[config.mk]
export PLATFORM = sky130hd
export DESIGN_NAME = cpld_spi_responder_flat
export DESIGN_NICKNAME = d
export VERILOG_FILES = /design/src/rtl/cpld_spi_responder_pkg.sv /design/src/rtl/cpld_spi_responder_if.sv /design/src/rtl/spi_resp_sync.sv /design/src/rtl/cpld_spi_responder.sv /design/src/flat_wrapper.sv
export SDC_FILE = /design/constraint.sdc
export NUM_CORES = 1
export LEC_CHECK = 0
export ABC_AREA = 0
export CAP_MARGIN = 30
export CELL_PAD_IN_SITES_DETAIL_PLACEMENT = 1
export CELL_PAD_IN_SITES_GLOBAL_PLACEMENT = 1
export CORE_MARGIN = 5
export CORE_UTILIZATION = 36
export CTS_CLUSTER_DIAMETER = 60
export CTS_CLUSTER_SIZE = 25
export DETAILED_ROUTE_END_ITERATION = 12
export PLACE_DENSITY_LB_ADDON = 0.12
export SYNTH_ARGS = -nofsm -noshare
export SYNTH_HDL_FRONTEND = slang
export SYNTH_SLANG_ARGS = --single-unit
[constraint.sdc]
create_clock -name sysclk -period 1.9 [get_ports sysclk]
set_input_delay 0.19 -clock sysclk [delete_from_list [all_inputs] [get_ports sysclk]]
set_output_delay 0.19 -clock sysclk [all_outputs]
set_load 0.01 [all_outputs]
[src/rtl/cpld_spi_responder_pkg.sv]
// Shared constants, FSM encoding and helpers for the CPU-side SPI responder.
package cpld_spi_responder_pkg;

  localparam logic [2:0] ADDR_STATUS  = 3'd0;
  localparam logic [2:0] ADDR_ID      = 3'd1;
  localparam logic [2:0] ADDR_CTRL0   = 3'd2;
  localparam logic [2:0] ADDR_CTRL1   = 3'd3;
  localparam logic [2:0] ADDR_CTRL2   = 3'd4;
  localparam logic [2:0] ADDR_CTRL3   = 3'd5;
  localparam logic [2:0] ADDR_SCRATCH = 3'd6;
  localparam logic [2:0] ADDR_ERR     = 3'd7;

  localparam int unsigned FRAME_BITS = 16;
  localparam int unsigned CMD_BITS   = 8;

  typedef enum logic [1:0] {
    StIdle,
    StCmd,
    StData,
    StTail
  } resp_state_e;

  // Write-strobe bit for a control-byte address, zero for any other address.
  function automatic logic [3:0] ctrl_strobe(input logic [2:0] addr);
    logic [3:0] strobe;
    case (addr)
      ADDR_CTRL0: strobe = 4'b0001;
      ADDR_CTRL1: strobe = 4'b0010;
      ADDR_CTRL2: strobe = 4'b0100;
      ADDR_CTRL3: strobe = 4'b1000;
      default:    strobe = 4'b0000;
    endcase
    return strobe;
  endfunction

endpackage

[src/rtl/cpld_spi_responder_if.sv]
// SPI pin bundle between a CPU-side initiator and the CPLD responder.
interface cpld_spi_responder_if;
  logic spi_clk;
  logic spi_mosi;
  logic spi_cs_INV;
  logic spi_miso;

  modport master (
    output spi_clk,
    output spi_mosi,
    output spi_cs_INV,
    input  spi_miso
  );

  modport slave (
    input  spi_clk,
    input  spi_mosi,
    input  spi_cs_INV,
    output spi_miso
  );
endinterface

[src/rtl/spi_resp_sync.sv]
// Two-flop synchronisers for asynchronous SPI pins plus SCLK and CS edge detection.
module spi_resp_sync (
  input  logic sysclk,
  input  logic reset,
  input  logic spi_clk,
  input  logic spi_mosi,
  input  logic spi_cs_n,
  output logic sclk_rise,
  output logic sclk_fall,
  output logic mosi,
  output logic cs_fall,
  output logic cs_rise
);

  logic [2:0] sclk_q;
  logic [1:0] mosi_q;
  logic [2:0] cs_q;

  // CS chain resets to "selected" so a CS already low at reset release yields no fall edge.
  always_ff @(posedge sysclk) begin
    if (reset) begin
      sclk_q <= '0;
      mosi_q <= '0;
      cs_q   <= '0;
    end else begin
      sclk_q <= {sclk_q[1:0], spi_clk};
      mosi_q <= {mosi_q[0], spi_mosi};
      cs_q   <= {cs_q[1:0], spi_cs_n};
    end
  end

  assign sclk_rise = sclk_q[1] & ~sclk_q[2];
  assign sclk_fall = ~sclk_q[1] & sclk_q[2];
  assign mosi      = mosi_q[1];
  assign cs_fall   = ~cs_q[1] & cs_q[2];
  assign cs_rise   = cs_q[1] & ~cs_q[2];

endmodule

[src/rtl/cpld_spi_responder.sv]
// SPI mode-0 responder exposing status, device ID, control bytes and scratch to the CPU.
// Optional abort counter at address 7 is built when SPI_RESP_ERR_COUNT_EN is defined.
module cpld_spi_responder
  import cpld_spi_responder_pkg::*;
#(
  parameter logic [7:0]  DEVICE_ID  = 8'hA5,
  parameter logic [31:0] CTRL_RESET = 32'h0000_0000
) (
  input  logic                 sysclk,
  input  logic                 reset,
  cpld_spi_responder_if.slave  spi,
  input  logic [7:0]           status_in,
  output logic [31:0]          ctrl_out,
  output logic [3:0]           ctrl_wr_strobe,
  output logic                 frame_active
);

  localparam logic [4:0] CMD_LAST   = 5'(CMD_BITS - 1);
  localparam logic [4:0] CMD_DONE   = 5'(CMD_BITS);
  localparam logic [4:0] FRAME_LAST = 5'(FRAME_BITS - 1);

  logic sclk_rise, sclk_fall, mosi_s, cs_fall, cs_rise;

  spi_resp_sync u_sync (
    .sysclk    (sysclk),
    .reset     (reset),
    .spi_clk   (spi.spi_clk),
    .spi_mosi  (spi.spi_mosi),
    .spi_cs_n  (spi.spi_cs_INV),
    .sclk_rise (sclk_rise),
    .sclk_fall (sclk_fall),
    .mosi      (mosi_s),
    .cs_fall   (cs_fall),
    .cs_rise   (cs_rise)
  );

  resp_state_e state_q;
  logic [4:0]  bit_cnt_q;
  logic [6:0]  shift_q;
  logic        rw_q;
  logic [2:0]  addr_q;
  logic [6:0]  miso_sr_q;
  logic        miso_q;
  logic        frame_active_q;
  logic [31:0] ctrl_q;
  logic [3:0]  strobe_q;
  logic [7:0]  scratch_q;

  logic [2:0]  rd_addr;
  logic [7:0]  rd_val;
  logic [7:0]  wr_data;
  logic [1:0]  ctrl_idx;
  logic        wr_commit;

`ifdef SPI_RESP_ERR_COUNT_EN
  logic [7:0] err_cnt_q;
  logic       abort;
  logic       err_clr;
`endif

  // Address completes on the 8th rise, so it is assembled from the live shift and MOSI.
  assign rd_addr  = {shift_q[1:0], mosi_s};
  assign wr_data  = {shift_q, mosi_s};
  assign ctrl_idx = 2'(addr_q[1:0] - 2'd2);

  assign wr_commit = (state_q == StData) && sclk_rise && !cs_rise &&
                     (bit_cnt_q == FRAME_LAST) && !rw_q;

  always_comb begin
    rd_val = 8'h00;
    case (rd_addr)
      ADDR_STATUS:  rd_val = status_in;
      ADDR_ID:      rd_val = DEVICE_ID;
      ADDR_CTRL0:   rd_val = ctrl_q[7:0];
      ADDR_CTRL1:   rd_val = ctrl_q[15:8];
      ADDR_CTRL2:   rd_val = ctrl_q[23:16];
      ADDR_CTRL3:   rd_val = ctrl_q[31:24];
      ADDR_SCRATCH: rd_val = scratch_q;
`ifdef SPI_RESP_ERR_COUNT_EN
      ADDR_ERR:     rd_val = err_cnt_q;
`endif
      default:      rd_val = 8'h00;
    endcase
  end

  always_ff @(posedge sysclk) begin
    if (reset) begin
      state_q        <= StIdle;
      bit_cnt_q      <= '0;
      shift_q        <= '0;
      rw_q           <= 1'b0;
      addr_q         <= '0;
      miso_sr_q      <= '0;
      miso_q         <= 1'b0;
      frame_active_q <= 1'b0;
      ctrl_q         <= CTRL_RESET;
      strobe_q       <= '0;
      scratch_q      <= '0;
    end else begin
      strobe_q <= '0;
      // CS release wins over any coincident SCLK edge.
      if (cs_rise) begin
        state_q        <= StIdle;
        frame_active_q <= 1'b0;
        miso_q         <= 1'b0;
      end else begin
        unique case (state_q)
          StIdle: begin
            if (cs_fall) begin
              state_q        <= StCmd;
              bit_cnt_q      <= '0;
              shift_q        <= '0;
              miso_q         <= 1'b0;
              frame_active_q <= 1'b1;
            end
          end
          StCmd: begin
            if (sclk_rise) begin
              shift_q   <= {shift_q[5:0], mosi_s};
              bit_cnt_q <= bit_cnt_q + 5'd1;
              if (bit_cnt_q == CMD_LAST) begin
                rw_q    <= shift_q[6];
                addr_q  <= rd_addr;
                state_q <= StData;
                if (shift_q[6]) begin
                  miso_sr_q <= rd_val[6:0];
                  miso_q    <= rd_val[7];
                end
              end
            end
          end
          StData: begin
            if (sclk_rise) begin
              shift_q   <= {shift_q[5:0], mosi_s};
              bit_cnt_q <= bit_cnt_q + 5'd1;
              if (bit_cnt_q == FRAME_LAST) begin
                state_q <= StTail;
                miso_q  <= 1'b0;
              end
            end else if (sclk_fall && rw_q && bit_cnt_q != CMD_DONE) begin
              // Fall right after the 8th rise is skipped: bit 7 must hold through the 9th rise.
              miso_sr_q <= {miso_sr_q[5:0], 1'b0};
              miso_q    <= miso_sr_q[6];
            end
          end
          StTail: begin
            miso_q <= 1'b0;
          end
          default: state_q <= StIdle;
        endcase
      end

      if (wr_commit) begin
        if (|ctrl_strobe(addr_q)) begin
          ctrl_q[{ctrl_idx, 3'b000} +: 8] <= wr_data;
          strobe_q                        <= ctrl_strobe(addr_q);
        end
        if (addr_q == ADDR_SCRATCH) begin
          scratch_q <= wr_data;
        end
      end
    end
  end

`ifdef SPI_RESP_ERR_COUNT_EN
  assign abort   = cs_rise && ((state_q == StCmd) || (state_q == StData));
  assign err_clr = wr_commit && (addr_q == ADDR_ERR);

  always_ff @(posedge sysclk) begin
    if (reset || err_clr) begin
      err_cnt_q <= '0;
    end else if (abort && err_cnt_q != 8'hFF) begin
      err_cnt_q <= err_cnt_q + 8'd1;
    end
  end
`endif

  assign spi.spi_miso   = miso_q;
  assign ctrl_out       = ctrl_q;
  assign ctrl_wr_strobe = strobe_q;
  assign frame_active   = frame_active_q;

endmodule
[src/flat_wrapper.sv]
// flat-port wrapper written by rule: the top's interface ports become plain ports
module cpld_spi_responder_flat import cpld_spi_responder_pkg::*;
#(
  parameter logic [7:0]  DEVICE_ID  = 8'hA5,
  parameter logic [31:0] CTRL_RESET = 32'h0000_0000
)
  (sysclk, reset, status_in, ctrl_out, ctrl_wr_strobe, frame_active, spi_spi_clk, spi_spi_mosi, spi_spi_cs_INV, spi_spi_miso);
  cpld_spi_responder_if spi_i ();
  input  logic sysclk;
  input  logic reset;
  input  logic [7:0] status_in;
  output logic [31:0] ctrl_out;
  output logic [3:0] ctrl_wr_strobe;
  output logic frame_active;
  input wire logic [$bits(spi_i.spi_clk)-1:0] spi_spi_clk;
  input wire logic [$bits(spi_i.spi_mosi)-1:0] spi_spi_mosi;
  input wire logic [$bits(spi_i.spi_cs_INV)-1:0] spi_spi_cs_INV;
  output wire logic [$bits(spi_i.spi_miso)-1:0] spi_spi_miso;
  assign spi_i.spi_clk = spi_spi_clk;
  assign spi_i.spi_mosi = spi_spi_mosi;
  assign spi_i.spi_cs_INV = spi_spi_cs_INV;
  assign spi_spi_miso = spi_i.spi_miso;
  cpld_spi_responder #(.DEVICE_ID(DEVICE_ID), .CTRL_RESET(CTRL_RESET)) u_core (.sysclk(sysclk), .reset(reset), .spi(spi_i), .status_in(status_in), .ctrl_out(ctrl_out), .ctrl_wr_strobe(ctrl_wr_strobe), .frame_active(frame_active));
endmodule
=== Word-level counts from Yosys, hierarchy flattened ===
Cells that the tools add are included.

* Add/sub/neg operators: 3
* Eq/ne operators: 28
* Shifts and indexed selects: 2
* Mux-type cells: 31
* Bitwise gates (word level): 11
* Reductions and logical operators: 25

{| class="wikitable"
|+ Operators by type and width
! cell !! number
|-
| $pmux W8 S7 || 1
|-
| $mux W7 || 7
|-
| $bwmux W32 || 1
|-
| $shift A8 B7 Y32 const A || 1
|-
| $shiftx A8 B7 Y32 || 1
|-
| $pmux W7 S2 || 2
|-
| $eq A3 B3 Y1 const B || 6
|-
| $pmux W4 S4 || 1
|-
| $eq A3 B2 Y1 const B || 4
|-
| $ne A2 B1 Y1 const B || 6
|-
| $reduce_and A6 Y1 || 2
|-
| $mux W2 || 5
|-
| $mux W5 || 2
|-
| $pmux W5 S2 || 1
|-
| $mux W4 || 2
|-
| $reduce_and A4 Y1 || 2
|-
| $mux W1 || 7
|-
| $neg A5 Y7 || 1
|-
| $not A1 Y1 || 7
|-
| $reduce_and A7 Y1 || 1
|-
| $logic_and A1 B1 Y1 || 6
|-
| $ne A2 B2 Y1 const B || 3
|-
| $pmux W2 S3 || 1
|-
| $reduce_and A2 Y1 || 3
|-
| 20 further kinds || 27
|}

* Register bits: 79
* Output and inout bits: 38

=== Logic depth before layout (Yosys ltp) ===
Gate-level depths: netlist of run 1.

* Word-level depth: 11
* Gate-level depth with buffers: 9

=== Cells and area by module ===
From an unflattened synthesis of run 1, not the netlist that was laid out.

* Cells, all modules: 442
* Area, all modules: 3,819.9 um^2

{| class="wikitable"
|+ Modules (own cells, without submodules)
! module !! times used !! cells an instance !! area an instance (um^2) !! sequential area each (um^2)
|-
| cpld_spi_responder || 1 || 422 || 3,584.7 || 1,421.4
|-
| spi_resp_sync || 1 || 20 || 235.2 || 160.2
|}

=== Least setup slack after synthesis of run 1 ===
OpenSTA, ideal clock, no wires.

* Kind: reg2reg
* From: register u_core.addr_q[0]
* To: register u_core.ctrl_q[10] (netlist: u_core.ctrl_out[10])
* Data arrival time: 1,789 ps
* Data required time: 1,830 ps
* Slack: 41 ps
* Cell stages (with the launch flop): 10
* Buffers on the path: 2
* Period minus slack after synthesis: 1,859 ps
* Cell sequence: dfxtp_1 -> inv_1 -> ha_1 -> clkbuf_1 -> nor3_1 -> a21oi_1 -> and3_1 -> buf_4 -> nand4b_1 -> a21oi_1

* Cells in the longest elaborated chain, start to end: 6

{| class="wikitable"
|+ RTL lines
! what !! RTL line !! text
|-
| start, declared || cpld_spi_responder.sv:41 || <nowiki>logic [2:0] addr_q;</nowiki>
|-
| start signal, assigned || cpld_spi_responder.sv:123 || <nowiki>addr_q <= rd_addr;</nowiki>
|-
| branches (longest 6 deep; another with $neg A5 Y7) || - ||
|-
| end signal, assigned by index || cpld_spi_responder.sv:155 || <nowiki>ctrl_q[{ctrl_idx, 3'b000} +: 8] <= wr_data;</nowiki>
|-
| end, declared || cpld_spi_responder.sv:45 || <nowiki>logic [31:0] ctrl_q;</nowiki>
|}

Parallel ways; which one is timed is not known. The select of a mux whose other input is x is not followed.
A chain may end at the register's enable or synchronous reset.

=== Final worst setup path of run 1 ===
* From: register u_core.bit_cnt_q[0]
* To: register u_core.ctrl_q[8] (netlist: u_core.ctrl_out[8])

* Cells in the longest elaborated chain, start to end: 4

{| class="wikitable"
|+ RTL lines
! what !! RTL line !! text
|-
| start, declared || cpld_spi_responder.sv:38 || <nowiki>logic [4:0] bit_cnt_q;</nowiki>
|-
| start signal, assigned || cpld_spi_responder.sv:120 || <nowiki>bit_cnt_q <= bit_cnt_q + 5'd1;</nowiki>
|-
| start signal, assigned || cpld_spi_responder.sv:135 || <nowiki>bit_cnt_q <= bit_cnt_q + 5'd1;</nowiki>
|-
| $eq A5 B4 Y1 || cpld_spi_responder.sv:67 || <nowiki>(bit_cnt_q == FRAME_LAST) && !rw_q;</nowiki>
|-
| $logic_and A1 B1 Y1 || cpld_spi_responder.sv:66 || <nowiki>assign wr_commit = (state_q == StData) && sclk_rise && !cs_rise &&</nowiki>
|-
| $logic_and A1 B1 Y1 || cpld_spi_responder.sv:67 ||
|-
| $reduce_and A2 Y1 (no line) || - ||
|}

Every way passes these cells.

==> run metrics, run 1 <==
Initial Utilization 36.6%; CTS tree done; RSZ-0062 raised after global routing yes; Slew @ Worst Pin 0.453 ns; largest net degree at the start of global routing 38; maximum clock rate 534 MHz; routed vias 3464; Worst-Skew Late Latency 0.37 ns; crit-path max cell delay 0.38 ns; CP Class flip-flop to flip-flop; antenna violations before repair 0; vias in the first global route 3635; Vias/cell 5.26; crit-path cells ha_4 -> and3_4 -> ha_4 -> nor4b_4 -> buf_4 -> and3_4 -> buf_8 -> nand3_1 -> a21oi_2; register area share after synthesis 42.2%; clk slew on worst S/H paths 0.09 ns; CTS H-tree lvls 3; Die ar. 12600 µm²; Post-synth ARST share 0%; run status completed; final hold vios 0; clk sinks 79; syn nets 458; count leader, synth dfxtp_1; Die Y 112 µm; clock skew 0.0117 ns; startpoint types flip-flop; Setup Viol. Count Final 0; Arrival @ worst endpoint 2.18 ns; final cell count without fillers 659; P_leak 1.89 nW; Period minus WS final 1.87 ns; first-pass iteration count of the detailed router 4; largest cells by area after synthesis dfxtp_1, a21oi_1, nand3_1; CP max FO 7; # port buffers 50; Relative slew margins 69.7%; Post-Synthesis Cells 432; DR WL/cell 18.8 µm; I/O pin total 51; DRC 0; global-route wire length before repair 19.7 mm; distinct cell type count of the synthesized netlist 55; Detailed Place HPWL 9.01 mm; Placed Cells 640; Total GRT Usage 19.9%; Post-synth EDFFs 0; Antenna Cells 0; synthesis-stage register bit count 79; final slew viol count 0; synthesis warning total 0; Crit. End Element flip-flop; drt initial violations 148; PwrDens 653 nW/µm²; placed cell area 4690 µm²; fin area 5170 µm²; Hold Slack 0.285 ns; nets 544; routed wire length 12.4 mm; Mapped Area 3750 µm²; Synth area leader dfxtp_1; Area Growth Syn to Fin 37.9%; share of cells above drive strength 1 25.4%; CORE AREA 10200 µm²; Req. time, crit path 2.20 ns; critical path's slowest cell dfxtp_4; DRT antenna net count 0; Post-synth top flop dfxtp_1; Cell Rows 37; routability cong. 0.835; Die Wd 112 µm; # hold bufs at CTS 0; worst min-delay path class input pin to flip-flop; share of the synthesized area in the top cell type 42.2%; clk buf depth 2; max cap viols 0; CTS buffer count 9; Synth top cells by count dfxtp_1, a21oi_1, nand3_1, nand2_1, nor2_1; root buffer cell clkbuf_8; Final Cycle Share 98.6%; total grt overflow 0; Avg Inst Size Synth 8.68 µm²; # fillers 1170; VDD IR max 0.406 mV
==> placed cells by master (no fill, tap or decap), drive strengths merged, types with 2 or more instances in the layout <==
| master | count |
|---|---|
| clkbuf | 9 |
| clkdlybuf4s50 | 49 |
| nand2 | 51 |
| nand4 | 3 |
| bufinv | 2 |
| a211o | 2 |
| or2 | 2 |
| ha | 13 |
| mux2i | 18 |
| xnor2 | 2 |
| nand2b | 5 |
| nor2b | 14 |
| a221oi | 4 |
| buf | 55 |
| and2 | 3 |
| mux4 | 3 |
| nor3 | 9 |
| clkinvlp | 3 |
| nand3b | 4 |
| dfxtp | 79 |
| nor2 | 30 |
| or2b | 2 |
| a21oi | 52 |
| and3 | 8 |
| mux2 | 7 |
| a211oi | 2 |
| a21o | 2 |
| nand3 | 53 |
| inv | 13 |
| a221o | 5 |
==> kinds of logic after synthesis <==
kind of cell / synth area share, %
and+or+nand+nor: 26.1
DFF: 42.2
AOI/OAI and AO/OA: 13.4
buffers and inverters: 4.74
muxes: 8.71
adders and majority gates: 4.34
xor gates and xnor gates: 0.467
==> worst max-delay path, delay by kind of cell, from the launching register on <==
| kind | cells | cell delay [ns] |
|---|---|---|
| buf+inv | 2 | 0.32 |
| flops | 1 | 0.38 |
| fa+ha+maj | 2 | 0.25 |
| compound gates | 1 | 0.13 |
| simple gates | 4 | 0.73 |
==> cell type report <==
type	count	area (µm²)	share of cell area (%)
clock buffer	9	124	2.40
clock inverter	7	96.3	1.86
sequential	79	1590	30.8
timing repair buffer	104	941	18.2
inverter	12	45.0	0.872
tap	136	170	3.29
multi-input combinational	312	2200	42.5
==> where the power goes <==
group	switching [mW]	internal [mW]	leakage, nW
logic	0.155	0.123	1.15
registers	0.0123	1.67	0.641
clock network	0.678	0.742	0.102
==> worst paths after layout <==
kind,startpoint,endpoint,slack (ns),cells after the start
max reg2reg,u_core.bit_cnt_q[0],u_core.ctrl_out[8],0.03,9
min reg2reg,u_core.u_sync.cs_q[0],u_core.u_sync.cs_q[1],0.44,1
max,u_core.bit_cnt_q[0],u_core.ctrl_out[8],0.03,9
min,reset,u_core.state_q[0],0.29,4
==> routing by layer <==
metal  global-route usage [%]  share of wire, %  vias to the layer above
li1                         -                 -                     1674
met3                     2.64               4.9                       15
met1                     27.0                45                     1699
met4                     7.77               1.5                        0
met5                        0                 0                        -
met2                     32.2                49                       76
==> timing repair <==
action                     4_1_cts  5_1_grt
setup buffers                    4        0
resized for setup               33       30
setup endpoints to repair       57       61
pin swaps                       11       27
gates cloned                     1        0
==> flip-flops by register name, summed over array words and instances (netlist names), 2 cells and up <==
register,flops
u_core.u_sync.cs_q,3
u_core.shift_q,7
u_core.state_q,2
u_core.miso_sr_q,7
u_core.ctrl_wr_strobe,4
u_core.scratch_q,8
u_core.addr_q,3
u_core.u_sync.mosi_q,2
u_core.u_sync.sclk_q,3
u_core.bit_cnt_q,5
u_core.ctrl_out,32
==> through the flow <==
stage / TNS [ns] / total power [mW] / setup WS [ns] / util [%]
3_5_place_dp: -3.15 / 1.98 / -0.121 / 45.8
4_1_cts: -0.0211 / 3.39 / -0.0211 / 49.7
5_1_grt: -1.48 / 3.51 / -0.0876 / 50.5
3_3_place_gp: -0.590 / 1.97 / -0.0531 / 45.8
2_1_floorplan: 0 / 1.87 / 0.0409 / -
6_report: 0 / 3.38 / 0.0260 / 50.5
No activity file was read; power rests on OpenSTA's default activity.
==> run 2, diff against run 1 <==
- CELL_PAD_IN_SITES_DETAIL_PLACEMENT: 1 -> default
- CELL_PAD_IN_SITES_GLOBAL_PLACEMENT: 1 -> default
- RECOVER_POWER: default -> 25
- clock period: 1.9 -> 2.27 ns (I/O delays scaled with it)
==> run 2 against run 1 <==
Wire length shrank 17%; hold slack lost 0.057 ns; clock skew grew 0.0033 ns; cell count shrank 5.5%; utilization shrank 4.7 points; via count shrank 5.6%; critical path depth shrank 1; fmax shrank 12%; register-to-register slack gained 0.11 ns; design area shrank 9.3%; critical path type unchanged; critical endpoint is now u_core.ctrl_out[18].
==> run metrics, run 2 (same netlist as run 1, synthesis figures left out) <==
run status completed; Setup Buffers After CTS 0 (-4); antenna violations before repair 0 (unchanged); share of cells above drive strength 1 11.1% (-14 points); DRC 0 (unchanged); global-route wire length before repair 17.0 mm (-14%); Die ar. 12600 µm² (unchanged); Detailed Place HPWL 7.49 mm (-17%); max cap viols 0 (unchanged); startpoint types flip-flop; Initial Utilization 36.6% (unchanged); Arrival @ worst endpoint 2.41 ns (+0.23 ns); DP Worst Slack 0.182 ns (+0.304 ns); max FFs per register 32 (unchanged); CTS H-tree lvls 3 (unchanged); clk sinks 79 (unchanged); DR WL/cell 16.6 µm (-12%); Relative slew margins 51.9% (-18 points); setup TNS 0 ns (unchanged); Die Wd 112 µm (unchanged); routability cong. 0.809 (-3.1%); nets 508 (-6.6%); Post-CTS Resized 0 (-100%); Worst-Skew Late Latency 0.35 ns (-0.02 ns); Setup Viol. Count Final 0 (unchanged); commonest cells after routing, fill and taps aside dfxtp_1, a21oi_1, nand3_1; Total GRT Usage 16.8% (-3.1 points); Final Util 45.8% (-4.7 points); clk slew on worst S/H paths 0.08 ns (about the same); I/O pin total 51 (unchanged); CP max FO 10 (+3); Final Cycle Share 94.1% (-4.5 points); largest net degree at the start of global routing 70 (+84%); Hold Slack 0.228 ns (-0.0573 ns); routed vias 3269 (-5.6%); Crit. End Element flip-flop; DRT antenna net count 0 (unchanged); P_leak 1.79 nW (-5.4%); vias in the first global route 3186 (-12%); CORE AREA 10200 µm² (unchanged); RSZ-0062 raised after global routing no; # hold bufs at CTS 0 (unchanged); # port buffers 50 (unchanged); routed wire length 10.3 mm (-17%); CP Class flip-flop to flip-flop; CTS buffer count 9 (unchanged); VDD IR max 0.352 mV (-13%); CTS tree done; final hold vios 0 (unchanged); clk buf depth 2 (unchanged); most common cell after layout, fill and taps aside dfxtp_1; Placed Cells 607 (-5.2%); final cell count without fillers 623 (-5.5%); Die Y 112 µm (unchanged); root buffer cell clkbuf_8; Period minus WS final 2.14 ns (+0.263 ns); maximum clock rate 468 MHz (-12%); first-pass iteration count of the detailed router 5 (+1); drt initial violations 220 (+49%); # fillers 1023 (-13%); final slew viol count 0 (unchanged); Cell Rows 37 (unchanged); Req. time, crit path 2.54 ns (+0.34 ns); Area Growth Syn to Fin 25.1%; Vias/cell 5.25 (-0.18%); worst min-delay path class input pin to flip-flop; clock skew 0.0150 ns (+0.00333 ns); Slew @ Worst Pin 0.721 ns (+0.268 ns); Antenna Cells 0 (unchanged); PwrDens 631 nW/µm² (-3.5%); Final WS setup 0.133 ns (+0.107 ns); total grt overflow 0 (unchanged)
-- run 2: worst paths after layout --
| check | startpoint | to | slack (ns) | depth (start not counted) |
|---|---|---|---|---|
| worst max-delay path | u_core.bit_cnt_q[1] | u_core.ctrl_out[18] | 0.13 | 8 |
| worst min-delay path | reset | u_core.state_q[0] | 0.23 | 3 |
| worst max register to register | u_core.bit_cnt_q[1] | u_core.ctrl_out[18] | 0.13 | 8 |
| worst min register to register | u_core.u_sync.mosi_q[0] | u_core.u_sync.mosi_q[1] | 0.44 | 1 |
-- run 2: cell type report --
| cell class | instances | area, µm² | area share, % |
|---|---|---|---|
| sequential | 79 | 1580 | 33.7 |
| timing repair buffer | 68 | 642 | 13.7 |
| inverter | 12 | 45.0 | 0.961 |
| clock inverter | 6 | 133 | 2.83 |
| multi-input combinational | 312 | 1990 | 42.4 |
| tap | 136 | 170 | 3.63 |
| clock buffer | 10 | 128 | 2.72 |
-- run 2: routing by layer --
layer / wire, µm / share of wire (%) / vias to the layer above / GRT usage (%)
met5: 0 / 0 / - / 0
met4: 273 / 2.6 / 0 / 7.05
met3: 513 / 5.0 / 16 / 3.34
met2: 4530 / 44 / 83 / 25.4
met1: 5020 / 49 / 1555 / 23.4
li1: - / - / 1615 / -
-- run 2: power by group --
part           total [mW]  switching (mW)  internal, mW
Clock                1.37           0.526         0.841
Sequential           1.41         0.00989          1.40
Combinational       0.183           0.104        0.0790
-- run 2: stage by stage --
step | power [mW] | instance area (µm²)
finish | 2.96 | 4690
global route | 3.07 | 4690
CTS | 2.97 | 4690
detailed placement | 1.62 | 4430
global placement | 1.62 | 4430
floorplan | 1.56 | 3750
-- run 2: critical path, stage by stage (launching register included) --
cell and delay [ns]:
dfxtp_1 0.38, ha_1 0.19, and3_2 0.18, ha_1 0.17, nor4b_4 0.23, buf_4 0.21
and3_1 0.40, nand3_1 0.13, a21oi_1 0.17
